### src/rtl/control_fsm.sv
// control_fsm: multicycle sequencer for the 16-bit datapath (selects, enables, memory strobes).
// Latency: 3-5 cycles per instruction; outputs decode from the state register and opcode fields.
// No backpressure: it free-runs; build with CTRL_HALT_EN for a sticky halt on illegal encodings.
module control_fsm #(
  parameter int ALU_CONT_BITS    = 6,
  parameter int OP_CODE_BITS     = 4,
  parameter int EXT_OP_CODE_BITS = 4,
  parameter int REG_BITS         = 4,
  parameter int WIDTH            = 16
) (
  input  logic                        clk,
  input  logic                        reset,
  input  logic [OP_CODE_BITS-1:0]     op_code,
  input  logic [EXT_OP_CODE_BITS-1:0] ext_op_code,
  input  logic [REG_BITS-1:0]         A_index,
  input  logic [WIDTH-1:0]            psr_flags,
  output logic                        instruction_en,
  output logic                        pc_en,
  output logic [1:0]                  pc_src,
  output logic                        reg_write,
  output logic [1:0]                  reg_write_src,
  output logic                        alu_A_src,
  output logic                        alu_B_src,
  output logic [ALU_CONT_BITS-1:0]    alu_cont,
  output logic                        loading,
  output logic                        storing,
  output logic                        mem_write,
  output logic                        halted
);

  localparam logic [ALU_CONT_BITS-1:0] ALU_ADD = ALU_CONT_BITS'(0);
  localparam logic [ALU_CONT_BITS-1:0] ALU_SUB = ALU_CONT_BITS'(1);
  localparam logic [ALU_CONT_BITS-1:0] ALU_CMP = ALU_CONT_BITS'(2);
  localparam logic [ALU_CONT_BITS-1:0] ALU_AND = ALU_CONT_BITS'(3);
  localparam logic [ALU_CONT_BITS-1:0] ALU_OR  = ALU_CONT_BITS'(4);
  localparam logic [ALU_CONT_BITS-1:0] ALU_XOR = ALU_CONT_BITS'(5);
  localparam logic [ALU_CONT_BITS-1:0] ALU_MOV = ALU_CONT_BITS'(6);
  localparam logic [ALU_CONT_BITS-1:0] ALU_LSH = ALU_CONT_BITS'(7);
  localparam logic [ALU_CONT_BITS-1:0] ALU_LUI = ALU_CONT_BITS'(8);

  localparam logic [1:0] PC_ALU  = 2'd0;
  localparam logic [1:0] PC_REGB = 2'd1;
  localparam logic [1:0] PC_INC  = 2'd2;

  localparam logic [1:0] WB_ALU = 2'd0;
  localparam logic [1:0] WB_MEM = 2'd1;
  localparam logic [1:0] WB_PC  = 2'd2;

  localparam logic [OP_CODE_BITS-1:0] OP_RTYPE = OP_CODE_BITS'(4'b0000);
  localparam logic [OP_CODE_BITS-1:0] OP_MEM   = OP_CODE_BITS'(4'b0100);
  localparam logic [OP_CODE_BITS-1:0] OP_SHIFT = OP_CODE_BITS'(4'b1000);
  localparam logic [OP_CODE_BITS-1:0] OP_CMPI  = OP_CODE_BITS'(4'b1011);
  localparam logic [OP_CODE_BITS-1:0] OP_BR    = OP_CODE_BITS'(4'b1100);
  localparam logic [OP_CODE_BITS-1:0] OP_LUI   = OP_CODE_BITS'(4'b1111);

  localparam logic [EXT_OP_CODE_BITS-1:0] EXT_LD    = EXT_OP_CODE_BITS'(4'b0000);
  localparam logic [EXT_OP_CODE_BITS-1:0] EXT_ST    = EXT_OP_CODE_BITS'(4'b0100);
  localparam logic [EXT_OP_CODE_BITS-1:0] EXT_JAL   = EXT_OP_CODE_BITS'(4'b1000);
  localparam logic [EXT_OP_CODE_BITS-1:0] EXT_JCOND = EXT_OP_CODE_BITS'(4'b1100);
  localparam logic [EXT_OP_CODE_BITS-1:0] EXT_CMP   = EXT_OP_CODE_BITS'(4'b1011);

  typedef enum logic [3:0] {
    S_FETCH, S_LATCH, S_DECODE, S_EXEC, S_LD, S_LD_WB,
    S_ST, S_JAL, S_JCOND, S_BR, S_HALT
  } state_t;

  state_t state;

  // R-type ext codes and immediate opcodes share one encoding of the ALU operations.
  function automatic logic [ALU_CONT_BITS:0] alu_decode(input logic [3:0] code);
    case (code)
      4'b0101: alu_decode = {1'b1, ALU_ADD};
      4'b1001: alu_decode = {1'b1, ALU_SUB};
      4'b1011: alu_decode = {1'b1, ALU_CMP};
      4'b0001: alu_decode = {1'b1, ALU_AND};
      4'b0010: alu_decode = {1'b1, ALU_OR};
      4'b0011: alu_decode = {1'b1, ALU_XOR};
      4'b1101: alu_decode = {1'b1, ALU_MOV};
      default: alu_decode = '0;
    endcase
  endfunction

  logic [ALU_CONT_BITS:0]   r_dec;
  logic [ALU_CONT_BITS:0]   i_dec;
  logic                     is_rtype;
  logic                     is_imm;
  logic                     is_shift;
  logic                     is_alu;
  logic                     is_ld;
  logic                     is_st;
  logic                     is_jal;
  logic                     is_jcond;
  logic                     is_br;
  logic                     is_cmp;
  logic                     legal;
  logic [ALU_CONT_BITS-1:0] exec_alu;
  logic                     cond_true;
  logic                     flag_z;
  logic                     flag_n;
  logic                     unused_flags;

  assign r_dec    = alu_decode(ext_op_code);
  assign i_dec    = (op_code == OP_LUI) ? {1'b1, ALU_LUI} : alu_decode(op_code);
  assign is_rtype = (op_code == OP_RTYPE) && r_dec[ALU_CONT_BITS];
  assign is_imm   = i_dec[ALU_CONT_BITS];
  assign is_shift = (op_code == OP_SHIFT);
  assign is_alu   = is_rtype || is_imm || is_shift;
  assign is_ld    = (op_code == OP_MEM) && (ext_op_code == EXT_LD);
  assign is_st    = (op_code == OP_MEM) && (ext_op_code == EXT_ST);
  assign is_jal   = (op_code == OP_MEM) && (ext_op_code == EXT_JAL);
  assign is_jcond = (op_code == OP_MEM) && (ext_op_code == EXT_JCOND);
  assign is_br    = (op_code == OP_BR);
  assign is_cmp   = (is_rtype && (ext_op_code == EXT_CMP)) || (op_code == OP_CMPI);
  assign legal    = is_alu || is_ld || is_st || is_jal || is_jcond || is_br;

  assign exec_alu = is_rtype ? r_dec[ALU_CONT_BITS-1:0] :
                    is_shift ? ALU_LSH : i_dec[ALU_CONT_BITS-1:0];

  assign flag_z       = psr_flags[6];
  assign flag_n       = psr_flags[7];
  assign unused_flags = ^{psr_flags[WIDTH-1:8], psr_flags[5:0]};

  always_comb begin
    cond_true = 1'b0;
    case (A_index)
      4'b0000: cond_true = flag_z;
      4'b0001: cond_true = ~flag_z;
      4'b0110: cond_true = flag_n;
      4'b0111: cond_true = ~flag_n;
      4'b1100: cond_true = ~flag_n & ~flag_z;
      4'b1101: cond_true = flag_n | flag_z;
      4'b1110: cond_true = 1'b1;
      default: cond_true = 1'b0;
    endcase
  end

  always_ff @(posedge clk or negedge reset) begin
    if (!reset) begin
      state <= S_FETCH;
    end else begin
      case (state)
        S_FETCH:  state <= S_LATCH;
        S_LATCH:  state <= S_DECODE;
        S_DECODE: begin
          if (is_alu)        state <= S_EXEC;
          else if (is_ld)    state <= S_LD;
          else if (is_st)    state <= S_ST;
          else if (is_jal)   state <= S_JAL;
          else if (is_jcond) state <= S_JCOND;
          else if (is_br)    state <= S_BR;
          else begin
`ifdef CTRL_HALT_EN
            state <= S_HALT;
`else
            state <= S_FETCH;
`endif
          end
        end
        S_LD:     state <= S_LD_WB;
        S_HALT:   state <= S_HALT;
        default:  state <= S_FETCH;
      endcase
    end
  end

  always_comb begin
    instruction_en = 1'b0;
    pc_en          = 1'b0;
    pc_src         = PC_INC;
    reg_write      = 1'b0;
    reg_write_src  = WB_ALU;
    alu_A_src      = 1'b0;
    alu_B_src      = 1'b0;
    alu_cont       = ALU_ADD;
    loading        = 1'b0;
    storing        = 1'b0;
    mem_write      = 1'b0;
    case (state)
      S_LATCH: instruction_en = 1'b1;
      S_DECODE: begin
        // JAL links from the unincremented PC, so the increment is withheld there.
`ifdef CTRL_HALT_EN
        pc_en = legal && !is_jal;
`else
        pc_en = !is_jal;
`endif
      end
      S_EXEC: begin
        alu_A_src = 1'b1;
        alu_B_src = is_imm;
        alu_cont  = exec_alu;
        reg_write = !is_cmp;
      end
      S_LD: loading = 1'b1;
      S_LD_WB: begin
        loading       = 1'b1;
        reg_write     = 1'b1;
        reg_write_src = WB_MEM;
      end
      S_ST: begin
        storing   = 1'b1;
        mem_write = 1'b1;
      end
      S_JAL: begin
        reg_write     = 1'b1;
        reg_write_src = WB_PC;
        pc_en         = 1'b1;
        pc_src        = PC_REGB;
      end
      S_JCOND: begin
        if (cond_true) begin
          pc_en  = 1'b1;
          pc_src = PC_REGB;
        end
      end
      S_BR: begin
        alu_A_src = 1'b0;
        alu_B_src = 1'b1;
        alu_cont  = ALU_ADD;
        if (cond_true) begin
          pc_en  = 1'b1;
          pc_src = PC_ALU;
        end
      end
      default: ;
    endcase
  end

`ifdef CTRL_HALT_EN
  assign halted = (state == S_HALT);
`else
  assign halted = 1'b0;
`endif

endmodule
### config.mk
export PLATFORM = sky130hd
export DESIGN_NAME = control_fsm
export DESIGN_NICKNAME = d
export VERILOG_FILES = /design/src/rtl/control_fsm.sv
export SDC_FILE = /design/constraint.sdc
export NUM_CORES = 1
export LEC_CHECK = 0
export CAP_MARGIN = 10
export CORE_MARGIN = 2
export CORE_UTILIZATION = 40
export DETAILED_ROUTE_END_ITERATION = 6
export PLACE_DENSITY = 0.89
export SYNTH_ARGS = -nofsm -noshare
export SYNTH_HDL_FRONTEND = slang
export SYNTH_SLANG_ARGS = --single-unit
### constraint.sdc
create_clock -name clk -period 4.93 [get_ports clk]
set_clock_uncertainty 0.2 [all_clocks]
set_input_delay 1.479 -clock clk [delete_from_list [all_inputs] [get_ports clk]]
set_output_delay 1.479 -clock clk [all_outputs]
set_load 0.005 [all_outputs]
==> flow_metrics.tcl, run 1 <==
set metrics [dict create \
    wirelength_um 2530 \
    largestRegisters "state: 4 flops" \
    ys_seq_elements 4 \
    arrival_ps 3260 \
    cts.reportedPaths.clkPinSlew_ps 40 \
    count_of_non_filler_cells_in_the_finished_layout 179 \
    layout_setup_ws_ps -13.7 \
    max_cap_viol_count 0 \
    cts_root_buf "clkbuf_4" \
    synth_ff_type "dfrtp_1" \
    die-height_um 48.5 \
    clockBufferDepth 2 \
    end_kind "output pin" \
    final.setup.tns_ps -13.7 \
    layout.cells.most_common "buf_4" \
    rows 16 \
    drt_pass1_iterations 4 \
    dpl_cell_area_um2 1200 \
    critPathLaunch "op_code[2]" \
    start_util_pct 41.2 \
    first_iter_violations 44 \
    filler_cell_count 168 \
    hold_violations 0 \
    yosysWarningCount 0 \
    grt_max_degree 12 \
    post-route-util_pct 67.4 \
    pre_cts_slack_ps -128 \
    hold_path_startpoint "state[3]" \
    cts_tree "yes" \
    largest_reg_flops 4 \
    synthCells 108 \
    gr-usage-all-layers_pct 19.1 \
    async_reset_ff_share_pct 100 \
    globalRoute.totalOverflow 0 \
    cts_buffers 3 \
    mostFrequentLayoutCells "19 x buf_4, 18 x clkdlybuf4s50_1, 8 x inv_1" \
    synth_sequential_area_ratio_pct 12.6 \
    core_area_um2 1920 \
    drv_slew 0 \
    whs_ps 480 \
    post_synth.cell_area_avg_um2 7.33 \
    status "finished with violations" \
    failed_checks "setup timing" \
    cp.required_ps 3250 \
    first_global_vias 895 \
    detail_route.wl_per_cell_um 14.1 \
    crit_fanout 6 \
    clkSinkCount 4 \
    fmaxAchievable_mhz 202 \
    grt_pass1_wl_um 3630 \
    setup_viol 1 \
    dp_cells 174 \
    regToRegStartpoint "state[1]" \
    final_area_um2 1300 \
    post_synthesis_instance_area_um2 792 \
    critPathKind "input pin to output pin" \
    number_of_hold_buffers_added_after_cts 0 \
    regMostFlops "state" \
    total_die_area_um2 2350 \
    leakage_nw 0.622 \
    num_antenna_cells 0 \
    cp-start-kind "input pin" \
    worstHoldPathType "flop to flop" \
    ys_types 46 \
    finalWorstPathRequiredPeriod_ps 4940 \
    min_period_over_period_pct 100 \
    num_io_pins 49 \
    max-vdd-ir-drop_uv 141 \
    ant_nets 0 \
    place.gp.congestion 0.879 \
    grt_antenna_before_repair 0 \
    fin_total_pwr_mw 0.290 \
    htree_levels 1 \
    detailed_place_hpwl_um 1870 \
    nets 184 \
    syn2layout_area_growth_pct 63.7 \
    worst_skew_pair.late_latency_ps 240 \
    port_buffers 31 \
    detail_routed_via_count_per_cell 5.80 \
    route.detailed.drc 0 \
    post_route_cells_drive_above_1_share_pct 27.6 \
    die_width_um 48.5 \
    synth_enable_flop_cells 0 \
    vias 1039 \
    power_density_nw_per_um2 224 \
]
[timing repair]
item	4_1_cts	5_1_grt
gates resized for setup	8	16
hold endpoints to repair	0	0
setup buffers	2	0
pin swaps	4	6
endpoints found under the setup margin	6	5
[cells in the mapped netlist (all sizes together), types with 2 or more instances]
| library cell | n | share of area, % |
|---|---|---|
| a211oi | 3 | 3.5 |
| a21oi | 6 | 3.8 |
| a22oi | 2 | 1.9 |
| a31o | 2 | 2.2 |
| a31oi | 3 | 2.4 |
| buf | 12 | 9.5 |
| dfrtp | 4 | 13 |
| inv | 9 | 4.3 |
| nand2 | 5 | 2.4 |
| nand2b | 5 | 4.3 |
| nand3 | 4 | 2.5 |
| nand3b | 4 | 3.8 |
| nand4 | 3 | 2.4 |
| nor2 | 8 | 3.8 |
| nor2b | 2 | 1.6 |
| nor3 | 4 | 2.5 |
| nor3b | 2 | 2.5 |
| nor4 | 3 | 5.1 |
| o21ai | 6 | 3.8 |
| o221ai | 2 | 3.0 |
| o31ai | 2 | 2.5 |
| or3 | 2 | 2.2 |
| xor2 | 2 | 2.2 |
[cells by family (layout without fill, tap and decap cells)]
group                     Yosys count  count (layout)  share of synthesized area (%)
xor gates and xnor gates            2               2                           2.21
other                               1               3                          0.473
DFF                                 4               4                           12.6
AOI/OAI and AO/OA                  34              34                           34.4
buffers and inverters              21              63                           13.7
and+or+nand+nor                    46              46                           36.5
[critical path, cell delays in order]
cell             delay (ps)
clkdlybuf4s50_1         440
buf_4                   180
nor4_4                  250
buf_4                   160
nand4_1                 110
nand3_1                 140
a21oi_1                  50
clkdlybuf4s50_1         440
[layout make-up]
| cell class | instances | area [um2] | area share [%] |
|---|---|---|---|
| inverters | 9 | 33.8 | 2.61 |
| repair buffers | 51 | 474 | 36.6 |
| multi-input cells | 85 | 632 | 48.7 |
| clock buffers | 3 | 22.5 | 1.74 |
| flip-flops and latches | 4 | 100 | 7.72 |
| well taps | 27 | 33.8 | 2.61 |
[path summary, 6_finish.rpt]
| kind | slack, ps | to | depth (start not counted) |
|---|---|---|---|
| min in group asynchronous | 1240 | state[2] | 1 |
| max in group asynchronous | 3110 | state[0] | 1 |
| max reg2reg | 3350 | state[1] | 4 |
| min | 480 | state[1] | 1 |
| min reg2reg | 480 | state[1] | 1 |
| max | -10 | alu_cont[2] | 8 |
[routing by layer]
layer	vias up	part of all wire [%]	GRT usage, %
li1	488	-	-
met1	474	37	20.4
met2	65	53	38.2
met3	12	6.9	2.16
met4	0	3.2	6.67
met5	-	0	0
[report_power, final]
| part | switching (mW) | internal, mW | total, mW |
|---|---|---|---|
| Sequential | 0.0160 | 0.0418 | 0.0578 |
| Clock | 0.0144 | 0.0273 | 0.0417 |
| Combinational | 0.0881 | 0.102 | 0.190 |
| Total | 0.118 | 0.171 | 0.290 |
(Power assumes the default switching activity.)
==> run 2: changes to the inputs <==
--- a/config.mk
+++ b/config.mk
@@ -6,10 +6,11 @@
 export NUM_CORES = 1
 export LEC_CHECK = 0
 export CAP_MARGIN = 10
+export CORE_ASPECT_RATIO = 1.75
 export CORE_MARGIN = 2
-export CORE_UTILIZATION = 40
+export CORE_UTILIZATION = 25
 export DETAILED_ROUTE_END_ITERATION = 6
-export PLACE_DENSITY = 0.89
+export PLACE_DENSITY = 0.61
 export SYNTH_ARGS = -nofsm -noshare
 export SYNTH_HDL_FRONTEND = slang
 export SYNTH_SLANG_ARGS = --single-unit
==> run 2 against run 1 <==
- the run now ends clean
- count of clock-buffer cells in the layout unchanged
- final area grew 2.6%
- sequential share of layout area shrank 0.20 points
- final cell count rose by 11%
- global-route usage down 5.5 points
- non-clock buffer count grew 3
- critical path type unchanged
==> flow_metrics.tcl, run 2 (synthesized netlist as in run 1, its figures left out) <==
set metrics [dict create \
    power_density_nw_per_um2 232 \
    gr-usage-all-layers_pct 13.6 \
    cts_root_buf "clkbuf_8" \
    htree_levels 1 \
    layout.cells.most_common "buf_4" \
    finalWorstPathRequiredPeriod_ps 4870 \
    vias 959 \
    leakage_nw 0.648 \
    detailed_place_hpwl_um 1870 \
    die_width_um 46.5 \
    detail_routed_via_count_per_cell 4.84 \
    whs_ps 469 \
    post_route_cells_drive_above_1_share_pct 27.7 \
    total_die_area_um2 3650 \
    num_io_pins 49 \
    reg2reg_to "state[1]" \
    globalRoute.totalOverflow 0 \
    num_antenna_cells 0 \
    r2r.worst_path.cells 4 \
    hold_violations 0 \
    regMostFlops "state" \
    start_util_pct 25.8 \
    crit_fanout 6 \
    clockBufferDepth 2 \
    max_cap_viol_count 0 \
    regToRegSetupSlack_ps 3330 \
    grt_max_degree 12 \
    critPathLaunch "A_index[3]" \
    place.gp.congestion 0.906 \
    post-route-util_pct 43.3 \
    cp.required_ps 3250 \
    grt_antenna_before_repair 0 \
    ant_nets 0 \
    cp-start-kind "input pin" \
    cts.reportedPaths.clkPinSlew_ps 30 \
    end_kind "output pin" \
    regToRegStartpoint "state[1]" \
    nets 187 \
    min_period_over_period_pct 98.7 \
    rows 27 \
    worst_skew_pair.late_latency_ps 220 \
    die-height_um 78.5 \
    detail_route.wl_per_cell_um 11.9 \
    cts_buffers 3 \
    dp_cells 194 \
    worstSetupEndpoint "pc_src[1]" \
    port_buffers 31 \
    worstHoldPathType "flop to flop" \
    first_global_vias 947 \
    fin_total_pwr_mw 0.308 \
    fmaxAchievable_mhz 206 \
    max-vdd-ir-drop_uv 238 \
    largestRegisters "state: 4 flops" \
    core_area_um2 3070 \
    hold-path-cell-count 1 \
    wirelength_um 2360 \
    drv_slew 0 \
    cts_tree "yes" \
    grt_pass1_wl_um 3880 \
    syn2layout_area_growth_pct 67.9 \
    status "completed" \
    mostFrequentLayoutCells "23 x buf_4, 17 x clkdlybuf4s50_1, 8 x nor2_1, 8 x inv_1" \
    clkSinkCount 4 \
    first_iter_violations 20 \
    route.detailed.drc 0 \
    drt_pass1_iterations 2 \
    number_of_hold_buffers_added_after_cts 0 \
    dpl_cell_area_um2 1250 \
    final_area_um2 1330 \
    largest_reg_flops 4 \
    count_of_non_filler_cells_in_the_finished_layout 198 \
    arrival_ps 3190 \
    critPathKind "input pin to output pin" \
    setup_viol 0 \
]
==> run 2: per-stage QoR <==
step,setup TNS (ps),setup WS [ps]
floorplan,0,900
global placement,-324,-112
detailed placement,-423,-138
CTS,-2.26,-2.26
global route,-14.2,-14.2
finish,0,64.5
==> run 2: worst max-delay path, cell delays in order <==
cell             delay, ps
dlygate4sd2_1          290
buf_4                  160
or3_1                  340
nand4_1                140
o31ai_4                100
a21oi_1                160
clkdlybuf4s50_1        520
==> run 2: layout make-up <==
class | instances | area (um2)
multi-input combinational | 85 | 609
tap | 43 | 53.8
sequential | 4 | 100
clock buffer | 3 | 41.3
fill | 314 | 1740
timing repair buffer | 54 | 492
inverter | 9 | 33.8
==> run 2: timing repair <==
item | CTS | global route
cloned | 0 | 0
endpoints found under the hold margin | 0 | 0
setup buffers | 0 | 1
setup endpoints to repair | 6 | 5
pin swaps | 4 | 6
gates resized for setup | 9 | 8
==> run 2: layer usage <==
metal / up-vias / wire length (um) / global-route usage (%)
met1: 437 / 967 / 14.7
met3: 2 / 121 / 2.30
met5: - / 0 / 0
met4: 0 / 18 / 4.29
li1: 489 / - / -
met2: 31 / 1260 / 24.9
==> run 2: report_power, final <==
| part | internal (mW) | switching (mW) |
|---|---|---|
| clock network | 0.0520 | 0.0162 |
| logic | 0.0996 | 0.0818 |
| registers | 0.0419 | 0.0170 |
==> run 2: worst min-delay path by stage <==
stage                     startpoint  endpoint  slack (ps)
after floorplan             state[1]  state[0]         370
after global placement      state[2]  state[3]         460
after detailed placement    state[2]  state[3]         470
after CTS                   state[3]  state[1]         470
after global routing        state[3]  state[1]         520
final                       state[3]  state[1]         470
